<file path="src/rtl/alarm_key_entry_pkg.sv">
// rtl/alarm_key_entry_pkg.sv - shared clock package: state encoding and BCD limits
package alarm_key_entry_pkg;

  typedef enum logic [1:0] {
    IDLE       = 2'd0,
    ENTRY      = 2'd1,
    SHOW_ALARM = 2'd2
  } state_t;

  localparam logic [3:0] MAX_MS_HR  = 4'd2;
  localparam logic [7:0] MAX_HR     = 8'd23;
  localparam logic [3:0] MAX_MS_MIN = 4'd5;
  localparam logic [3:0] MAX_DIGIT  = 4'd9;

  function automatic logic is_digit(input logic [3:0] d);
    return d <= MAX_DIGIT;
  endfunction

endpackage

</file>
<file path="src/rtl/alarm_key_entry_bcd_time_check.sv">
// rtl/alarm_key_entry_bcd_time_check.sv - combinational HH:MM BCD range check
module bcd_time_check
  import alarm_key_entry_pkg::*;
(
  input  logic [3:0] ms_hr,
  input  logic [3:0] ls_hr,
  input  logic [3:0] ms_min,
  input  logic [3:0] ls_min,
  output logic       valid
);

  logic [7:0] hour;

  // 8 bits so that even non-BCD codes (15*10+15) cannot wrap into range
  always_comb begin
    hour  = ({4'd0, ms_hr} * 8'd10) + {4'd0, ls_hr};
    valid = is_digit(ms_hr) && is_digit(ls_hr) && is_digit(ms_min) && is_digit(ls_min)
            && (ms_hr <= MAX_MS_HR) && (hour <= MAX_HR) && (ms_min <= MAX_MS_MIN);
  end

endmodule

</file>
<file path="src/rtl/alarm_key_entry.sv">
// rtl/alarm_key_entry.sv - keypad HH:MM entry buffer with load pulses and idle timeout
module alarm_key_entry
  import alarm_key_entry_pkg::*;
#(
  parameter int TIMEOUT_S = 10
) (
  input  logic       clk,
  input  logic       reset,
  input  logic       one_second,
  input  logic       key_valid,
  input  logic [3:0] key,
  input  logic       load_time_key,
  input  logic       load_alarm_key,
  input  logic       show_alarm_key,
  output logic [3:0] new_current_time_ms_hr,
  output logic [3:0] new_current_time_ls_hr,
  output logic [3:0] new_current_time_ms_min,
  output logic [3:0] new_current_time_ls_min,
  output logic       load_new_c,
  output logic       load_new_a,
  output logic       show_new_time,
  output logic       show_a,
  output logic       entry_error
);

  state_t     state, state_nxt;
  logic [3:0] timer, timer_nxt;
  logic [3:0] ms_hr_nxt, ls_hr_nxt, ms_min_nxt, ls_min_nxt;
  logic       load_c_nxt, load_a_nxt, error_nxt, show_new_nxt, show_a_nxt;
  logic       digit_ok, timeout_hit, time_ok;

  bcd_time_check u_check (
    .ms_hr  (new_current_time_ms_hr),
    .ls_hr  (new_current_time_ls_hr),
    .ms_min (new_current_time_ms_min),
    .ls_min (new_current_time_ls_min),
    .valid  (time_ok)
  );

  assign digit_ok    = key_valid && is_digit(key);
  assign timeout_hit = one_second && (timer == 4'(TIMEOUT_S - 1));

  always_ff @(posedge clk or posedge reset) begin
    if (reset) state <= IDLE;
    else       state <= state_nxt;
  end

  always_comb begin
    state_nxt = state;
    case (state)
      IDLE: begin
        if (digit_ok)            state_nxt = ENTRY;
        else if (show_alarm_key) state_nxt = SHOW_ALARM;
      end
      SHOW_ALARM: begin
        if (digit_ok)             state_nxt = ENTRY;
        else if (!show_alarm_key) state_nxt = IDLE;
      end
      ENTRY: begin
        if (load_time_key || load_alarm_key) state_nxt = IDLE;
        else if (digit_ok)                   state_nxt = ENTRY;
        else if (timeout_hit)                state_nxt = IDLE;
      end
      default: state_nxt = IDLE;
    endcase
  end

  always_comb begin
    ms_hr_nxt  = new_current_time_ms_hr;
    ls_hr_nxt  = new_current_time_ls_hr;
    ms_min_nxt = new_current_time_ms_min;
    ls_min_nxt = new_current_time_ls_min;
    timer_nxt  = 4'd0;
    load_c_nxt = 1'b0;
    load_a_nxt = 1'b0;
    error_nxt  = 1'b0;
    case (state)
      ENTRY: begin
        if (load_time_key) begin
          load_c_nxt = time_ok;
          error_nxt  = !time_ok;
        end else if (load_alarm_key) begin
          load_a_nxt = time_ok;
          error_nxt  = !time_ok;
        end else if (digit_ok) begin
          ms_hr_nxt  = new_current_time_ls_hr;
          ls_hr_nxt  = new_current_time_ms_min;
          ms_min_nxt = new_current_time_ls_min;
          ls_min_nxt = key;
        end else if (timeout_hit) begin
          {ms_hr_nxt, ls_hr_nxt, ms_min_nxt, ls_min_nxt} = 16'h0000;
        end else begin
          timer_nxt = timer + {3'd0, one_second};
        end
      end
      default: begin
        if (digit_ok) {ms_hr_nxt, ls_hr_nxt, ms_min_nxt, ls_min_nxt} = {12'h000, key};
      end
    endcase
    show_new_nxt = (state_nxt == ENTRY);
    show_a_nxt   = (state_nxt == SHOW_ALARM);
  end

  always_ff @(posedge clk or posedge reset) begin
    if (reset) begin
      new_current_time_ms_hr  <= 4'd0;
      new_current_time_ls_hr  <= 4'd0;
      new_current_time_ms_min <= 4'd0;
      new_current_time_ls_min <= 4'd0;
      timer                   <= 4'd0;
      load_new_c              <= 1'b0;
      load_new_a              <= 1'b0;
      entry_error             <= 1'b0;
      show_new_time           <= 1'b0;
      show_a                  <= 1'b0;
    end else begin
      new_current_time_ms_hr  <= ms_hr_nxt;
      new_current_time_ls_hr  <= ls_hr_nxt;
      new_current_time_ms_min <= ms_min_nxt;
      new_current_time_ls_min <= ls_min_nxt;
      timer                   <= timer_nxt;
      load_new_c              <= load_c_nxt;
      load_new_a              <= load_a_nxt;
      entry_error             <= error_nxt;
      show_new_time           <= show_new_nxt;
      show_a                  <= show_a_nxt;
    end
  end

endmodule

</file>
<file path="config.mk">
export PLATFORM = sky130hd
export DESIGN_NAME = alarm_key_entry
export DESIGN_NICKNAME = d
export VERILOG_FILES = /design/src/rtl/alarm_key_entry_pkg.sv /design/src/rtl/alarm_key_entry_bcd_time_check.sv /design/src/rtl/alarm_key_entry.sv
export SDC_FILE = /design/constraint.sdc
export NUM_CORES = 1
export LEC_CHECK = 0
export CAP_MARGIN = 5
export CORE_MARGIN = 2
export CORE_UTILIZATION = 40
export CTS_BUF_LIST = sky130_fd_sc_hd__clkbuf_8 sky130_fd_sc_hd__clkbuf_16
export DETAILED_ROUTE_END_ITERATION = 10
export GPL_TIMING_DRIVEN = 0
export PLACE_DENSITY = 0.67
export SYNTH_ARGS = -nofsm -noshare
export SYNTH_HDL_FRONTEND = slang
export SYNTH_SLANG_ARGS = --single-unit
</file>
<file path="constraint.sdc">
create_clock -name clk -period 3.5 [get_ports clk]
set_clock_uncertainty 0.1 [all_clocks]
set_input_delay 0.7 -clock clk [delete_from_list [all_inputs] [get_ports clk]]
set_output_delay 0.7 -clock clk [all_outputs]
set_load 0.01 [all_outputs]
</file>
## Yosys cells after proc, flatten, opt, wreduce, memory -nomap -nowiden

Index checks and enable logic that the tools add are counted.

- Input port bits: 11
- Register bits after elaboration: 27
- Word-level logic and storage cells: 83

- Order comparisons: 8
- Add/sub/neg operators: 2
- Eq/ne operators: 7
- Multiplexer cells: 40
- Reduce and logical (&&, ||, !) cells: 14
- Multipliers: 1

Operators by type and width:

| kind | count |
|---|---|
| $mux W4 | 24 |
| $le A4 B4 Y1 const B | 5 |
| $mux W2 | 7 |
| $add A8 B4 Y8 | 1 |
| $le A8 B5 Y1 const B | 1 |
| $logic_and A1 B1 Y1 | 8 |
| $mux W1 | 8 |
| $mul A4 B3 Y7 const B | 1 |
| $pmux W2 S3 | 1 |
| $add A4 B1 Y4 | 1 |
| $eq A2 B1 Y1 const B | 2 |
| $eq A2 B2 Y1 const B | 2 |
| $eq A4 B4 Y1 const B | 1 |
| $le A4 B2 Y1 const B | 1 |
| $le A4 B3 Y1 const B | 1 |
| $ne A2 B2 Y1 const B | 2 |
| $reduce_and A4 Y1 | 1 |
| $reduce_bool A2 Y1 | 2 |
| $logic_not A2 Y1 | 1 |
| $logic_not A1 Y1 | 1 |
| $logic_or A1 B1 Y1 | 1 |

## Logic depth before layout (Yosys ltp)

Gate-level depths: netlist of run 1.

- Word-level depth: 11
- Mapped depth: 8

## By module

Synthesis of run 1 repeated with hierarchy kept, for this count alone.

- Cells, all modules: 165
- Area, all modules: 1,606.5 µm²

Modules (own cells, without submodules):

| module | instances | area an instance (µm²) | cells an instance |
|---|---|---|---|
| alarm_key_entry | 1 | 1,312.5 | 130 |
| bcd_time_check | 1 | 294.0 | 35 |

## Least setup slack after synthesis of run 1

OpenSTA, ideal clock, no wires.

- Path type: register -> register
- From: register new_current_time_ms_hr[1]
- To: register load_new_a
- Cell stages (with the launch flop): 8
- Path slack: 0.741 ns
- Setup time: 0.068 ns
- Path buffers: 0
- Data required time: 3.332 ns
- Period minus slack after synthesis: 2.759 ns
- Arrival: 2.591 ns
- Path through: dfrtp_1 -> ha_1 -> ha_1 -> fa_1 -> nand3_1 -> or3_1 -> a2111oi_2 -> and4b_1

- Longest elaborated chain between the ends: 10
- Elaborated cells between the ends (all ways): 14
- Classes of those cells: 1 x add/sub; 1 x mul; 3 x order compare; 3 x mux; 6 x reduce/logical

Ends and longest elaborated chain:

| item | RTL line | source |
|---|---|---|
| from (decl) | alarm_key_entry.sv:15 | `output logic [3:0] new_current_time_ms_hr,` |
| from (signal assigned) | alarm_key_entry.sv:117 | `new_current_time_ms_hr <= ms_hr_nxt;` |
| parallel branches: the longest is 5 deep, another holds $add A8 B4 Y8 | -- |  |
| $logic_and A1 B1 Y1 (*) (2 in series) | alarm_key_entry_bcd_time_check.sv:18 | `&& (ms_hr <= MAX_MS_HR) && (hour <= MAX_HR) && (ms_min <= MAX_MS_MIN);` |
| $mux W1 (*) | alarm_key_entry.sv:82 | `end else if (load_alarm_key) begin` |
| $mux W1 (*) | alarm_key_entry.sv:79 | `if (load_time_key) begin` |
| $mux W1 (*) | alarm_key_entry.sv:77 | `case (state)` |
| named net load_a_nxt | alarm_key_entry.sv:29 | `logic load_c_nxt, load_a_nxt, error_nxt, show_new_nxt, show_a_nxt;` |
| to (signal assigned) | alarm_key_entry.sv:123 | `load_new_a <= load_a_nxt;` |
| to (decl) | alarm_key_entry.sv:20 | `output logic load_new_a,` |

Mark *: on every way through the listed nets, which the timed path passes.
A chain may end at the register's enable or synchronous reset.

## Final worst setup path of run 1

Ends and elaborated chain as after synthesis.

==> results of run 1 <==
==> power by group through the flow <==
stage          clock [mW]  sequential (mW)  combinational (mW)
2_1_floorplan           0            0.416              0.0999
3_3_place_gp            0            0.403               0.235
3_5_place_dp            0            0.404               0.236
4_1_cts             0.181            0.399               0.237
5_1_grt             0.197            0.406               0.256
6_report            0.176            0.398               0.233
==> worst min-delay path, delay by kind of cell, from the launching register on <==
kind             cells  cell delay [ns]
flip-flops           1             0.37
AO/OA/AOI/OAI        1             0.06
AND/OR/NAND/NOR      1             0.05
==> final timing paths <==
path / start / to / slack, ns / depth (start not counted)
max: new_current_time_ms_hr[1] / load_new_a / 0.55 / 7
min reg2reg: new_current_time_ls_hr[0] / new_current_time_ls_hr[0] / 0.42 / 2
min in group asynchronous: reset / show_new_time / 0.86 / 2
max in group asynchronous: reset / timer[0] / 1.84 / 2
min: new_current_time_ls_hr[0] / new_current_time_ls_hr[0] / 0.42 / 2
max reg2reg: new_current_time_ms_hr[1] / load_new_a / 0.55 / 7
==> state kept, by name, indices dropped and copies added, names as in the netlist <==
register                 cells
show_new_time                1
new_current_time_ms_hr       4
load_new_a                   1
load_new_c                   1
state                        2
timer                        4
new_current_time_ls_hr       4
new_current_time_ls_min      4
entry_error                  1
new_current_time_ms_min      4
show_a                       1
==> final cells by class <==
class                           count  area (um2)  share of cell area (%)
Sequential cell                    27         676                    37.5
Timing Repair Buffer               31         310                    17.2
Tap cell                           46        57.6                    3.19
Clock inverter                      1        7.51                   0.417
Buffer                              4        17.5                   0.972
Inverter                            5        18.8                    1.04
Multi-Input combinational cell     99         673                    37.4
Clock buffer                        3        41.3                    2.29
==> metal layers <==
metal  global-route usage, %  vias to the layer above  share of wire, %
li1                        -                      556                 -
met1                    20.0                      539                46
met2                    29.2                       24                50
met3                    1.98                        4               3.2
met4                    7.50                        0               1.7
met5                       0                        -                 0
==> Yosys cell counts <==
master / instances / area (um2)
o21ai_1: 9 / 45.0
nor3_1: 2 / 10.0
nand3b_1: 1 / 7.51
inv_1: 5 / 18.8
o21ai_0: 4 / 20.0
nor2_1: 8 / 30.0
fa_1: 2 / 40.0
buf_2: 2 / 10.0
dfrtp_1: 27 / 676
a2111oi_2: 1 / 15.0
nor3b_1: 2 / 15.0
a32o_1: 4 / 40.0
a21oi_1: 7 / 35.0
a21o_1: 2 / 15.0
a2111oi_0: 1 / 8.76
and2_1: 3 / 18.8
nand3_1: 4 / 20.0
or3_1: 2 / 12.5
nor2b_1: 2 / 12.5
clkbuf_1: 2 / 7.51
o311a_1: 1 / 10.0
and4b_1: 1 / 10.0
and3_1: 2 / 12.5
nand2_1: 17 / 63.8
a22oi_1: 1 / 7.51
xnor2_1: 3 / 26.3
xor2_1: 1 / 8.76
a22o_1: 4 / 35.0
a21bo_2: 1 / 10.0
ha_1: 9 / 113
nand2b_1: 1 / 6.26
nand4_1: 4 / 25.0
==> cell families after synthesis <==
kind of cell	after synthesis	share of synthesized area (%)
AOI/OAI and AO/OA	35	17.4
xor gates and xnor gates	4	2.53
adders and majority gates	11	11.0
buffers and inverters	9	2.62
DFF	27	48.8
and+or+nand+nor	49	17.6
==> per-stage QoR <==
stage	hold WS, ns	instances	util, %
floorplan	0.386	135	-
global placement	0.400	212	52.5
detailed placement	0.409	212	52.5
CTS	0.430	216	54.0
global route	0.450	216	54.0
finish	0.423	216	54.0
==> results.yml, run 1 <==
critical_path:
  crit_top_cell: "ha_1"
  path_cells: "ha_1 -> ha_1 -> fa_1 -> nand3_1 -> or3_1 -> a2111oi_2 -> and4b_1"
  start_kind: "flip-flop"
  crit_buf_inv: 0
  slowest_stage: "fa_1"
  cp.required_ns: 3.61
  cp_top_family: "adder cells"
  crit_type: "reg2reg"
  path_max_fanout: 6
  end_kind: "flip-flop"
  slowest_delay_ns: 0.54
  crit_arrival_ns: 3.06
final_layout:
  layout_commonest_cell: "clkdlybuf4s50_1"
  antenna_cells: 0
  nNetsFinal: 193
  final_cell_mix: "31 x clkdlybuf4s50_1, 27 x dfrtp_1, 17 x nand2_1"
  n_fill_cell: 307
  area_delta_synth_final_pct: 30.1
  design_area_um2: 1800
  drive_above_1_share_pct: 4.71
yosys:
  syn_avg_cell_area_um2: 10.3
  yosysUniqueCellTypes: 32
  synth_area_um2: 1390
  ys_warn_count: 0
  syn_inst: 135
  synth_seq_area_share_pct: 48.8
  syn_nets: 157
  synth_seq_cells: 27
global_route:
  grt_max_degree: 28
  track_usage_pct: 16.5
  overflow: 0
  grt_pass1_wl_mm: 5.11
  grt_pass1_vias: 1154
  antenna_found_initial: 0
timing:
  hold_viol: 0
  post-route-period-util_pct: 84.2
  slew_violations: 0
  setup_ws_ns: 0.552
  min_period_ns: 2.95
  fin_setup_tns_ns: 0
  setup_viol: 0
  grt_setup_unrepaired: "false"
  relSlewSlack_pct: 34.2
  worst_slew_pin_slew_ns: 0.985
  max_freq_mhz: 339
power_and_ir_drop:
  total_leakage_power_nw: 0.791
  ir_worst_vdd_uv: 306
  p_seq_share_pct: 49.3
  power_frac_comb_pct: 28.9
  p_sw_share_pct: 30.1
  power_frac_clock_pct: 21.8
  power.density_nw_per_um2: 448
  finalPower_mw: 0.808
  p_int_mw: 0.565
  p_sw_mw: 0.243
floorplanning:
  dieHeight_um: 62.8
  core-area_um2: 3340
  rows: 21
  start_util_pct: 41.5
  die_area_um2: 3950
  die_x_um: 62.8
  io_pins: 32
clocking:
  cts_root_buf: "clkbuf_8"
  cts_resized: 0
  hold_buffers: 0
  clk_latency_ns: 0.27
  cts.sinks: 27
  post_cts_buffers: 0
  clockBufferDepth: 2
  cts_buffers: 3
  cts_tree: "built"
  clkTransAtPathRegs_ns: 0.09
  htree_levels: 1
drt:
  drtIter0Drc: 61
  viasPerCell: 5.20
  vias: 1123
  drc: 0
  antenna_left: 0
  wire_per_inst_um: 13.7
  drt-pass1-iter-count: 6
  routed_wl_mm: 2.96
placed_design:
  post-dp-hpwl_mm: 2.30
  place_ws_ns: 0.537
  gp_congestion: 0.877
  placed_area_um2: 1750
  port_buffers: 31
min_path:
  hp-class: "reg2reg"
run_status:
  status: "finished, final reports clean"
run:
  maxCapViolations: 0
(Power assumes the default switching activity.)
==> inputs of run 2 (changes only) <==
--- a/config.mk
+++ b/config.mk
@@ -11,7 +11,7 @@
 export CTS_BUF_LIST = sky130_fd_sc_hd__clkbuf_8 sky130_fd_sc_hd__clkbuf_16
 export DETAILED_ROUTE_END_ITERATION = 10
 export GPL_TIMING_DRIVEN = 0
-export PLACE_DENSITY = 0.67
+export PLACE_DENSITY = 0.7
 export SYNTH_ARGS = -nofsm -noshare
 export SYNTH_HDL_FRONTEND = slang
 export SYNTH_SLANG_ARGS = --single-unit
==> constraint.sdc (replaced) <==
create_clock -name clk -period 2.5 [get_ports clk]
set_clock_uncertainty 0.1 [all_clocks]
set_input_delay 0.5 -clock clk [delete_from_list [all_inputs] [get_ports clk]]
set_output_delay 0.5 -clock clk [all_outputs]
set_load 0.01 [all_outputs]
==> run 2 against run 1 <==
  * The run now ends with setup timing left
  * Utilization is 3.3 points higher
  * Register-to-register slack lost 0.66 ns
  * Largest power group unchanged
  * Cell area grew 6.2%
  * Setup slack got worse by 0.66 ns
  * Power is 40% higher
  * Via count increased by 2.9%
  * Count of clock-buffer cells in the layout is the same
  * Sequential share of layout area down 2.0 points
  * Final cell count increased by 3.2%
  * First-iteration DRC count decreased by 30%
==> results.yml, run 2 (synthesis gave the netlist of run 1 again) <==
clocking:
  clkTransAtPathRegs_ns: 0.09
  clk_latency_ns: 0.27
  cts.sinks: 27
  clockBufferDepth: 2
  cts_root_buf: "clkbuf_8"
  htree_levels: 1
  cts_tree: "built"
  cts_buffers: 3
final_layout:
  layout_commonest_cell: "clkdlybuf4s50_1"
  n_fill_cell: 325
  area_delta_synth_final_pct: 38.1
  design_area_um2: 1910
  antenna_cells: 0
  nNetsFinal: 200
  drive_above_1_share_pct: 14.1
  final_cell_mix: "31 x clkdlybuf4s50_1, 24 x dfrtp_1, 17 x nand2_1"
  utilization_pct: 57.3
critical_path:
  end_kind: "flip-flop"
  path_cells: "ha_4 -> ha_4 -> fa_2 -> nand3_2 -> or3_4 -> a2111oi_4 -> and4b_1"
  cp.required_ns: 2.61
  slowest_stage: "fa_2"
  start_kind: "flip-flop"
  path_max_fanout: 3
  slowest_delay_ns: 0.57
  crit_type: "reg2reg"
  crit_top_cell: "ha_4"
  crit_arrival_ns: 2.72
timing:
  hold_viol: 0
  max_freq_mhz: 383
  relSlewSlack_pct: 31.3
  setup_viol: 3
  setup_ws_ns: -0.110
  worst_slew_pin_slew_ns: 1.03
  whs_ns: 0.435
  slew_violations: 0
  min_period_ns: 2.61
  grt_setup_unrepaired: "true"
  post-route-period-util_pct: 104
placed_design:
  placed_area_um2: 1800
  gp_congestion: 0.838
  post-dp-hpwl_mm: 2.33
  port_buffers: 31
  place_ws_ns: -0.167
global_route:
  grt_pass1_wl_mm: 5.39
  grt_pass1_vias: 1190
  track_usage_pct: 17.0
  grt_max_degree: 28
  overflow: 0
  antenna_found_initial: 0
floorplanning:
  die_x_um: 62.8
  core-area_um2: 3340
  die_area_um2: 3950
  rows: 21
  io_pins: 32
  start_util_pct: 41.5
  dieHeight_um: 62.8
power_and_ir_drop:
  total_leakage_power_nw: 0.826
  ir_worst_vdd_uv: 382
  power.density_nw_per_um2: 591
drt:
  wire_per_inst_um: 14.0
  antenna_left: 0
  drt-pass1-iter-count: 4
  routed_wl_mm: 3.12
  vias: 1156
  drc: 0
  drtIter0Drc: 43
  viasPerCell: 5.18
run:
  maxCapViolations: 0
run_status:
  violations: "setup timing"
  status: "complete, but fails checks"
min_path:
  hp-class: "reg2reg"
==> run 2: cell count changes in the layout (fill, tap and decap cells not counted), sizes merged <==
cell / before / now
clkinvlp: 1 / 0
buf: 2 / 9
clkinv: 0 / 1
==> run 2: worst paths after layout <==
check / from / endpoint / slack, ns / depth (start not counted)
setup / recovery: new_current_time_ms_hr[3] / load_new_a / -0.11 / 7
hold / removal: new_current_time_ls_min[0] / new_current_time_ls_min[0] / 0.44 / 1
setup reg to reg: new_current_time_ms_hr[3] / load_new_a / -0.11 / 7
hold reg to reg: new_current_time_ls_min[0] / new_current_time_ls_min[0] / 0.44 / 1
max in group asynchronous: reset / new_current_time_ms_hr[3] / 0.93 / 2
min in group asynchronous: reset / new_current_time_ls_min[3] / 0.68 / 2
==> run 2: final cells by class <==
class	count	area, um2	area share, %
multi-input combinational	99	731	38.2
sequential	27	679	35.5
timing repair buffer	38	363	19.0
tap	46	57.6	3.01
clock buffer	3	41.3	2.16
inverter	5	18.8	0.981
buffer	4	17.5	0.916
clock inverter	1	5.00	0.262
==> run 2: through the flow <==
stage | total power, mW | instances | setup TNS (ns)
6_report | 1.13 | 223 | -0.222
5_1_grt | 1.20 | 223 | -0.415
4_1_cts | 1.14 | 221 | -0.230
3_5_place_dp | 0.906 | 212 | -0.378
3_3_place_gp | 0.898 | 212 | -0.300
2_1_floorplan | 0.731 | 135 | -0.0596
==> run 2: per-layer routing <==
metal  vias up  part of all wire, %  global-route usage (%)
met5         -                    0                       0
met4         0                  1.3                    5.28
met3         5                  3.0                    2.16
met2        24                   52                    31.2
met1       562                   43                    20.6
li1        565                    -                       -
==> run 2: report_power, final <==
| group | internal [mW] | switching, mW | total, mW |
|---|---|---|---|
| registers | 0.502 | 0.0532 | 0.556 |
| logic | 0.183 | 0.155 | 0.337 |
| clock network | 0.111 | 0.126 | 0.237 |
| total | 0.797 | 0.334 | 1.13 |
==> run 2: worst max-delay path: cells and delay by family (launching register included) <==
kind | cells | cell delay [ns]
compound gates | 1 | 0.33
fa+ha+maj | 3 | 0.98
simple gates | 3 | 0.69
flops | 1 | 0.44
==> run 2: repair_timing <==
| item | 4_1_cts | 5_1_grt |
|---|---|---|
| setup endpoints to repair | 3 | 3 |
| pin swaps | 2 | 2 |
| hold buffers | 0 | 0 |
| resized for setup | 3 | 2 |
| setup buffers | 5 | 2 |
